==> config.mk <==
export PLATFORM = sky130hd
export DESIGN_NAME = rd_popcount_pipe
export DESIGN_NICKNAME = d
export VERILOG_FILES = /design/src/rtl/rd_popcount_pipe.sv
export SDC_FILE = /design/constraint.sdc
export NUM_CORES = 1
export LEC_CHECK = 0
export BUFFER_PORTS_ARGS = -buffer_cell sky130_fd_sc_hd__buf_2
export CAP_MARGIN = 20
export CELL_PAD_IN_SITES_DETAIL_PLACEMENT = 1
export CELL_PAD_IN_SITES_GLOBAL_PLACEMENT = 1
export CORE_ASPECT_RATIO = 1.5
export CORE_MARGIN = 5
export CORE_UTILIZATION = 45
export CTS_BUF_LIST = sky130_fd_sc_hd__clkbuf_8
export DETAILED_ROUTE_END_ITERATION = 10
export MAX_ROUTING_LAYER = met4
export PLACE_DENSITY = 0.84
export SYNTH_ARGS = -nofsm -noshare
export SYNTH_HDL_FRONTEND = slang
export SYNTH_SLANG_ARGS = --single-unit
export TNS_END_PERCENT = 100
==> constraint.sdc <==
create_clock -name clk -period 3.4 [get_ports clk]
set_clock_uncertainty 0.2 [all_clocks]
set_input_delay 0.34 -clock clk [delete_from_list [all_inputs] [get_ports clk]]
set_output_delay 0.34 -clock clk [all_outputs]
set_load 0.05 [all_outputs]
==> src/rtl/rd_popcount_pipe.sv <==
// rd_popcount_pipe: two-stage ones counter with a saturating per-frame running sum.
// Latency 2 clocks from input handshake to out_valid; throughput 1 beat per clock.
// Backpressure: out_ready low freezes S2 and holds one beat in S1, then in_ready drops. Macro RDP_THRESH_EN adds out_ge.
module rd_popcount_pipe #(
  parameter int N_IN   = 5,
  parameter int GROUP  = 4,
  parameter int ACC_W  = 8,
  parameter int THRESH = 3
) (
  input  logic             clk,
  input  logic             rst,
  input  logic             in_valid,
  output logic             in_ready,
  input  logic [N_IN-1:0]  in_data,
  input  logic             in_last,
  output logic             out_valid,
  input  logic             out_ready,
  output logic [ACC_W-1:0] out_count,
  output logic             out_sat,
  output logic             out_ge
);
  localparam int CW  = $clog2(N_IN + 1);
  localparam int NG  = (N_IN + GROUP - 1) / GROUP;
  localparam int PW  = $clog2(GROUP + 1);
  localparam int AW1 = ACC_W + 1;
  localparam logic [ACC_W:0] MAXV = {1'b0, {ACC_W{1'b1}}};

  logic              r_s1_valid;
  logic              r_s1_last;
  logic [PW-1:0]     r_s1_part [NG];
  logic              r_s2_valid;
  logic [ACC_W-1:0]  r_out_count;
  logic              r_out_sat;
  logic [ACC_W-1:0]  r_acc;
  logic              r_sat;

  logic              w_s2_adv;
  logic              w_s1_adv;
  logic              w_in_ready;
  logic [NG*GROUP-1:0] w_pad;
  logic [PW-1:0]     w_part [NG];
  logic [CW-1:0]     w_cnt;
  logic [ACC_W:0]    w_nsum;
  logic              w_ovf;
  logic [ACC_W-1:0]  w_result;
  logic              w_sat_n;

  assign w_s2_adv   = !r_s2_valid | out_ready;
  assign w_s1_adv   = r_s1_valid & w_s2_adv;
  assign w_in_ready = !r_s1_valid | w_s2_adv;

  // Pad to a whole number of groups so the last partial adder sees zeros.
  always_comb begin
    w_pad = '0;
    w_pad[N_IN-1:0] = in_data;
    for (int g = 0; g < NG; g++) begin
      w_part[g] = '0;
      for (int b = 0; b < GROUP; b++) begin
        w_part[g] = w_part[g] + PW'(w_pad[g*GROUP+b]);
      end
    end
  end

  always_comb begin
    w_cnt = '0;
    for (int g = 0; g < NG; g++) begin
      w_cnt = w_cnt + CW'(r_s1_part[g]);
    end
  end

  assign w_nsum   = {1'b0, r_acc} + AW1'(w_cnt);
  assign w_ovf    = w_nsum > MAXV;
  assign w_result = w_ovf ? MAXV[ACC_W-1:0] : w_nsum[ACC_W-1:0];
  assign w_sat_n  = r_sat | w_ovf;

  always_ff @(posedge clk or posedge rst) begin
    if (rst) begin
      r_s1_valid <= 1'b0;
      r_s1_last  <= 1'b0;
      for (int g = 0; g < NG; g++) r_s1_part[g] <= '0;
    end else if (w_in_ready) begin
      r_s1_valid <= in_valid;
      if (in_valid) begin
        r_s1_last <= in_last;
        for (int g = 0; g < NG; g++) r_s1_part[g] <= w_part[g];
      end
    end
  end

  // Mid-frame beats fold into acc without raising out_valid; last beats publish and restart the frame.
  always_ff @(posedge clk or posedge rst) begin
    if (rst) begin
      r_s2_valid  <= 1'b0;
      r_out_count <= '0;
      r_out_sat   <= 1'b0;
      r_acc       <= '0;
      r_sat       <= 1'b0;
    end else begin
      if (w_s2_adv) r_s2_valid <= r_s1_valid & r_s1_last;
      if (w_s1_adv) begin
        if (r_s1_last) begin
          r_out_count <= w_result;
          r_out_sat   <= w_sat_n;
          r_acc       <= '0;
          r_sat       <= 1'b0;
        end else begin
          r_acc <= w_result;
          r_sat <= w_sat_n;
        end
      end
    end
  end

`ifdef RDP_THRESH_EN
  localparam logic [ACC_W-1:0] THR = ACC_W'(THRESH);
  logic r_out_ge;

  always_ff @(posedge clk or posedge rst) begin
    if (rst) begin
      r_out_ge <= 1'b0;
    end else if (w_s1_adv && r_s1_last) begin
      r_out_ge <= (w_result >= THR);
    end
  end

  assign out_ge = r_out_ge;
`else
  assign out_ge = 1'b0;
`endif

  assign in_ready  = w_in_ready;
  assign out_valid = r_s2_valid;
  assign out_count = r_out_count;
  assign out_sat   = r_out_sat;

endmodule
After elaboration in Yosys (flattened, before gate mapping)
Index checks and enable logic that the tools add are counted.

Logic and storage cells: 27. Input bits: 10. Output and inout bits: 12. Bits in registers: 25.

Reductions and logical operators: 4. Bitwise gates (word level): 5. Multiplexer cells: 3. Add/sub/neg operators: 5. Magnitude comparators: 1.

Operators by type and width (count): 8-bit two-way mux (2); 8-bit by 3-bit adder with 9-bit output (1); 9-bit by 8-bit > comparator with 1-bit output, second input constant (1); 3-bit by 1-bit adder with 3-bit output (2); 2-bit AND reduction (2); 2-bit by 1-bit adder with 3-bit output (1); 1-bit bitwise OR (3); 1-bit by 1-bit adder with 2-bit output (1); 1-bit bitwise AND (2); 1-bit zero test (2); 1-bit two-way mux (1).

Longest topological paths before layout
Word-level depth: 5. Mapped depth: 8. Depth with buffers taken out: 8.

Least setup slack after synthesis
No wires, ideal clock.

Path type: flip-flop to flip-flop. Start: reg r_s1_part[0] (netlist name). End: reg r_out_count[2], in the netlist out_count[2]. Arrival time: 2.057 ns. Data required time: 3.075 ns. Setup slack: 1.019 ns. Setup time: 0.125 ns. Clock period less this slack: 2.381 ns. Buffers on the path: 0. Cell stages (with the launch flop): 9. Cell sequence: dfrtp_1 -> ha_1 -> ha_1 -> xor2_1 -> ha_1 -> nor2b_2 -> o2111ai_4 -> o21ai_0 -> mux2_2.

Cells in the longest elaborated chain, start to end: 4.

RTL lines: from (decl) (RTL line 30) `logic [PW-1:0] r_s1_part [NG];`; 3-bit by 1-bit adder with 3-bit output (*) (RTL line 67) `w_cnt = w_cnt + CW'(r_s1_part[g]);`; 8-bit by 3-bit adder with 9-bit output (*) (RTL line 71) `assign w_nsum = {1'b0, r_acc} + AW1'(w_cnt);`; 9-bit by 8-bit > comparator with 1-bit output (RTL line 72) `assign w_ovf = w_nsum > MAXV;`; 8-bit two-way mux (*) (RTL line 73) `assign w_result = w_ovf ? MAXV[ACC_W-1:0] : w_nsum[ACC_W-1:0];`; to (signal assigned) (RTL line 102) `r_out_count <= w_result;`; to (decl) (RTL line 32) `logic [ACC_W-1:0] r_out_count;`.

Mark *: on every way between the ends. The rest lies on a longest branch, timed or not. A chain may end at the register's enable or synchronous reset.

Final worst setup path
Same ends and word-level chain as after synthesis.

==> results.toml <==
[route]
dr.first_iter.drc_count = 15
met2_length_um = 1869
vias = 1021
wl_per_cell_um = 16.70
via_per_inst = 5.431
wl_met3_um = 69
totalWireLength_um = 3139
postRouteAntennaNets = 0
top_layer_used = "met4"
firstDrtPassIters = 4
drc = 0
wirelength_met1_um = 1124

[synthesis]
async_flop_share_pct = 100.0
synth_edf_count = 0
synth_area_leader_cell = "dfrtp_1"
yosysSeqAreaShare_pct = 46.13
synth_ff_type = "dfrtp_1"
synth_warnings = 0
avgSynthCellArea_sq_um = 10.60
synth_fp_nets = 147
ys_top_cells_by_area = "dfrtp_1 46%, ha_1 6.5%, mux2_2 5.8%, a21oi_1 4.8%, nor2_1 3.3%"
syn_inst = 128
ys_ff_latch = 25
synth_top_area_share_pct = 46.13
synth_cell_types = 36
synth.cell_area_sq_um = 1356

[die]
die_area_sq_um = 4235
placementRows = 24
core_sq_um = 2913
ios = 22
die_y_um = 77.24
dieWidth_um = 54.83
initial_core_util_pct = 46.56

[finish]
final_cell_mix = "25 x dfrtp_1, 20 x buf_2, 13 x a21oi_1"
final_util_pct = 53.74
nets = 169
diodes = 0
area_delta_synth_final_pct = 15.41
drive_gt1_share_pct = 24.83
final_common_cell = "dfrtp_1"
postLayoutCellArea_sq_um = 1565
fillers = 346

[power_and_ir_drop]
power_frac_seq_pct = 37.5
report.power.total_mw = 1.153
power.share.clock_pct = 15.6
pwr-share-comb_pct = 46.8
leakagePower_nw = 0.7282
p_sw_mw = 0.5139
intPower_mw = 0.6390
ir_drop_mv = 0.3248
switching_share_pct = 44.57
power_density_nw_per_um2 = 736.5

[worst_hold_path]
worstHoldEndpoint = "r_s1_valid"
hp-start = "in_valid"
worstHoldPathCells = 2
hp-class = "in2reg"

[timing]
fin_setup_tns_ns = 0
rsz0062_at_grt = "false"
setup_viol = 0
fin_crit_ns = 2.618
fmax_mhz = 382.0
hold_viol = 0
slew_viol_final = 0
period_share_pct = 77.00

[placement]
post-dp-hpwl_um = 2492
port_buffers = 20
globalplace.congestion = 0.8070
dpl_cell_area_sq_um = 1479

[critical_path]
regToRegSetupSlack_ns = 0.78
worstPathRequired_ns = 3.37
reg2reg_to = "out_count[2]"
r2r_cells = 8
critPathArrivalTime_ns = 2.59
cp-end-kind = "flop"
worstSetupStartpointType = "flop"
crit_fanout = 10
worstSetupPathType = "reg2reg"
rr_startpoint = "r_s1_part[0]"

[clock_tree]
cts_tree = "built"
cts.sinks = 25
clock_latency_ns = 0.27
clock-root-buffer = "clkbuf_8"
max-clock-path-buffers = 2
postCtsSetupRepairBufs = 0
cts_inserted_buffers = 3
htreeDepth = 1
clkTransAtPathRegs_ns = 0.09

[global_route]
grt_max_degree = 26
grt_pass1_wl_um = 5485
grt_util_all_layers_pct = 18.15
grt_pass1_vias = 1145
grt.overflow.total = 0
antenna_found_initial = 0

[run]
drv_cap = 0

[status]
status = "complete, no violations"
[worst max path at each step]
stage,start,endpoint,slack (ns),depth (start not counted)
detailed placement,r_s1_part[0],out_count[2],0.82,8
global route,r_s1_part[0],out_count[2],0.63,8
floorplan,r_s1_part[0],out_count[2],1.02,8
finish,r_s1_part[0],out_count[2],0.78,8
CTS,r_s1_part[0],out_count[4],0.77,8
global placement,r_s1_part[0],out_count[2],0.90,8
[Yosys cell counts (2+ instances only)]
| master | number |
|---|---|
| buf_2 | 3 |
| mux2_2 | 7 |
| o21ai_0 | 3 |
| inv_1 | 10 |
| nand2_1 | 6 |
| fa_1 | 2 |
| ha_1 | 7 |
| nor2_1 | 12 |
| nand2b_1 | 4 |
| a21oi_1 | 13 |
| o21a_1 | 4 |
| and2_1 | 2 |
| dfrtp_1 | 25 |
| a31o_1 | 3 |
| a22o_1 | 4 |
| xnor2_1 | 3 |
[critical path, stage by stage, from the launching register on]
cell and delay, ns:
dfrtp_1 0.39, ha_1 0.21, ha_1 0.19, xor2_1 0.16, ha_1 0.33, nor2b_2 0.22, o2111ai_4 0.33, o21ai_0 0.19
mux2_2 0.29
[kinds of logic (layout without fill, tap and decap cells)]
logic type / count (synthesis) / count (layout) / synth area share, %
DFF: 25 / 25 / 46.13
and+or+nand+nor: 34 / 34 / 13.28
adders and majority gates: 9 / 9 / 9.409
AOI/OAI and AO/OA: 33 / 33 / 17.81
buffers and inverters: 15 / 36 / 4.705
other: 1 / 1 / 0.2765
muxes: 7 / 7 / 5.812
xor gates and xnor gates: 4 / 4 / 2.583
[metal layers]
metal | vias up | global-route usage, %
met1 | 517 | 18.22
met2 | 13 | 32.94
li1 | 484 | -
met5 | - | -
met3 | 7 | 1.938
met4 | 0 | 7.731
[power by group through the flow]
stage	clock network (mW)	registers (mW)	logic, mW
after detailed placement	0	0.440	0.536
after global placement	0	0.434	0.512
after global routing	0.198	0.442	0.596
final	0.180	0.433	0.540
after floorplan	0	0.548	0.293
after CTS	0.185	0.433	0.543
[stage by stage]
| stage | worst slack (ns) | std cells | hold slack (ns) |
|---|---|---|---|
| CTS | 0.7705 | 186 | 0.07245 |
| finish | 0.7821 | 188 | 0.08409 |
| detailed placement | 0.8152 | 182 | 0.2808 |
| floorplan | 1.019 | 128 | 0.1673 |
| global placement | 0.8952 | 182 | 0.2620 |
| global route | 0.6335 | 188 | 0.07815 |
[area by class of cell]
type	count	area (sq um)	share of cell area (%)
clock buffers	3	41.29	2.638
clock inverters	1	7.507	0.4796
inverters	10	37.54	2.398
multi-input cells	88	666.9	42.61
flip-flops and latches	25	625.6	39.97
well taps	39	48.80	3.118
repair buffers	22	137.6	8.793
[state kept, by name, summed over array words and instances (netlist names)]
signal	cells
r_s1_last	1
r_sat	1
r_s1_valid	1
out_count	8
out_sat	1
r_acc	8
out_valid	1
r_s1_part	4
[timing repair]
action                    4_1_cts  5_1_grt
hold endpoints to repair        0       25
hold buffers                    0        1
resized for setup               0        0
Note: power is estimated with default switching activity, not from simulation.
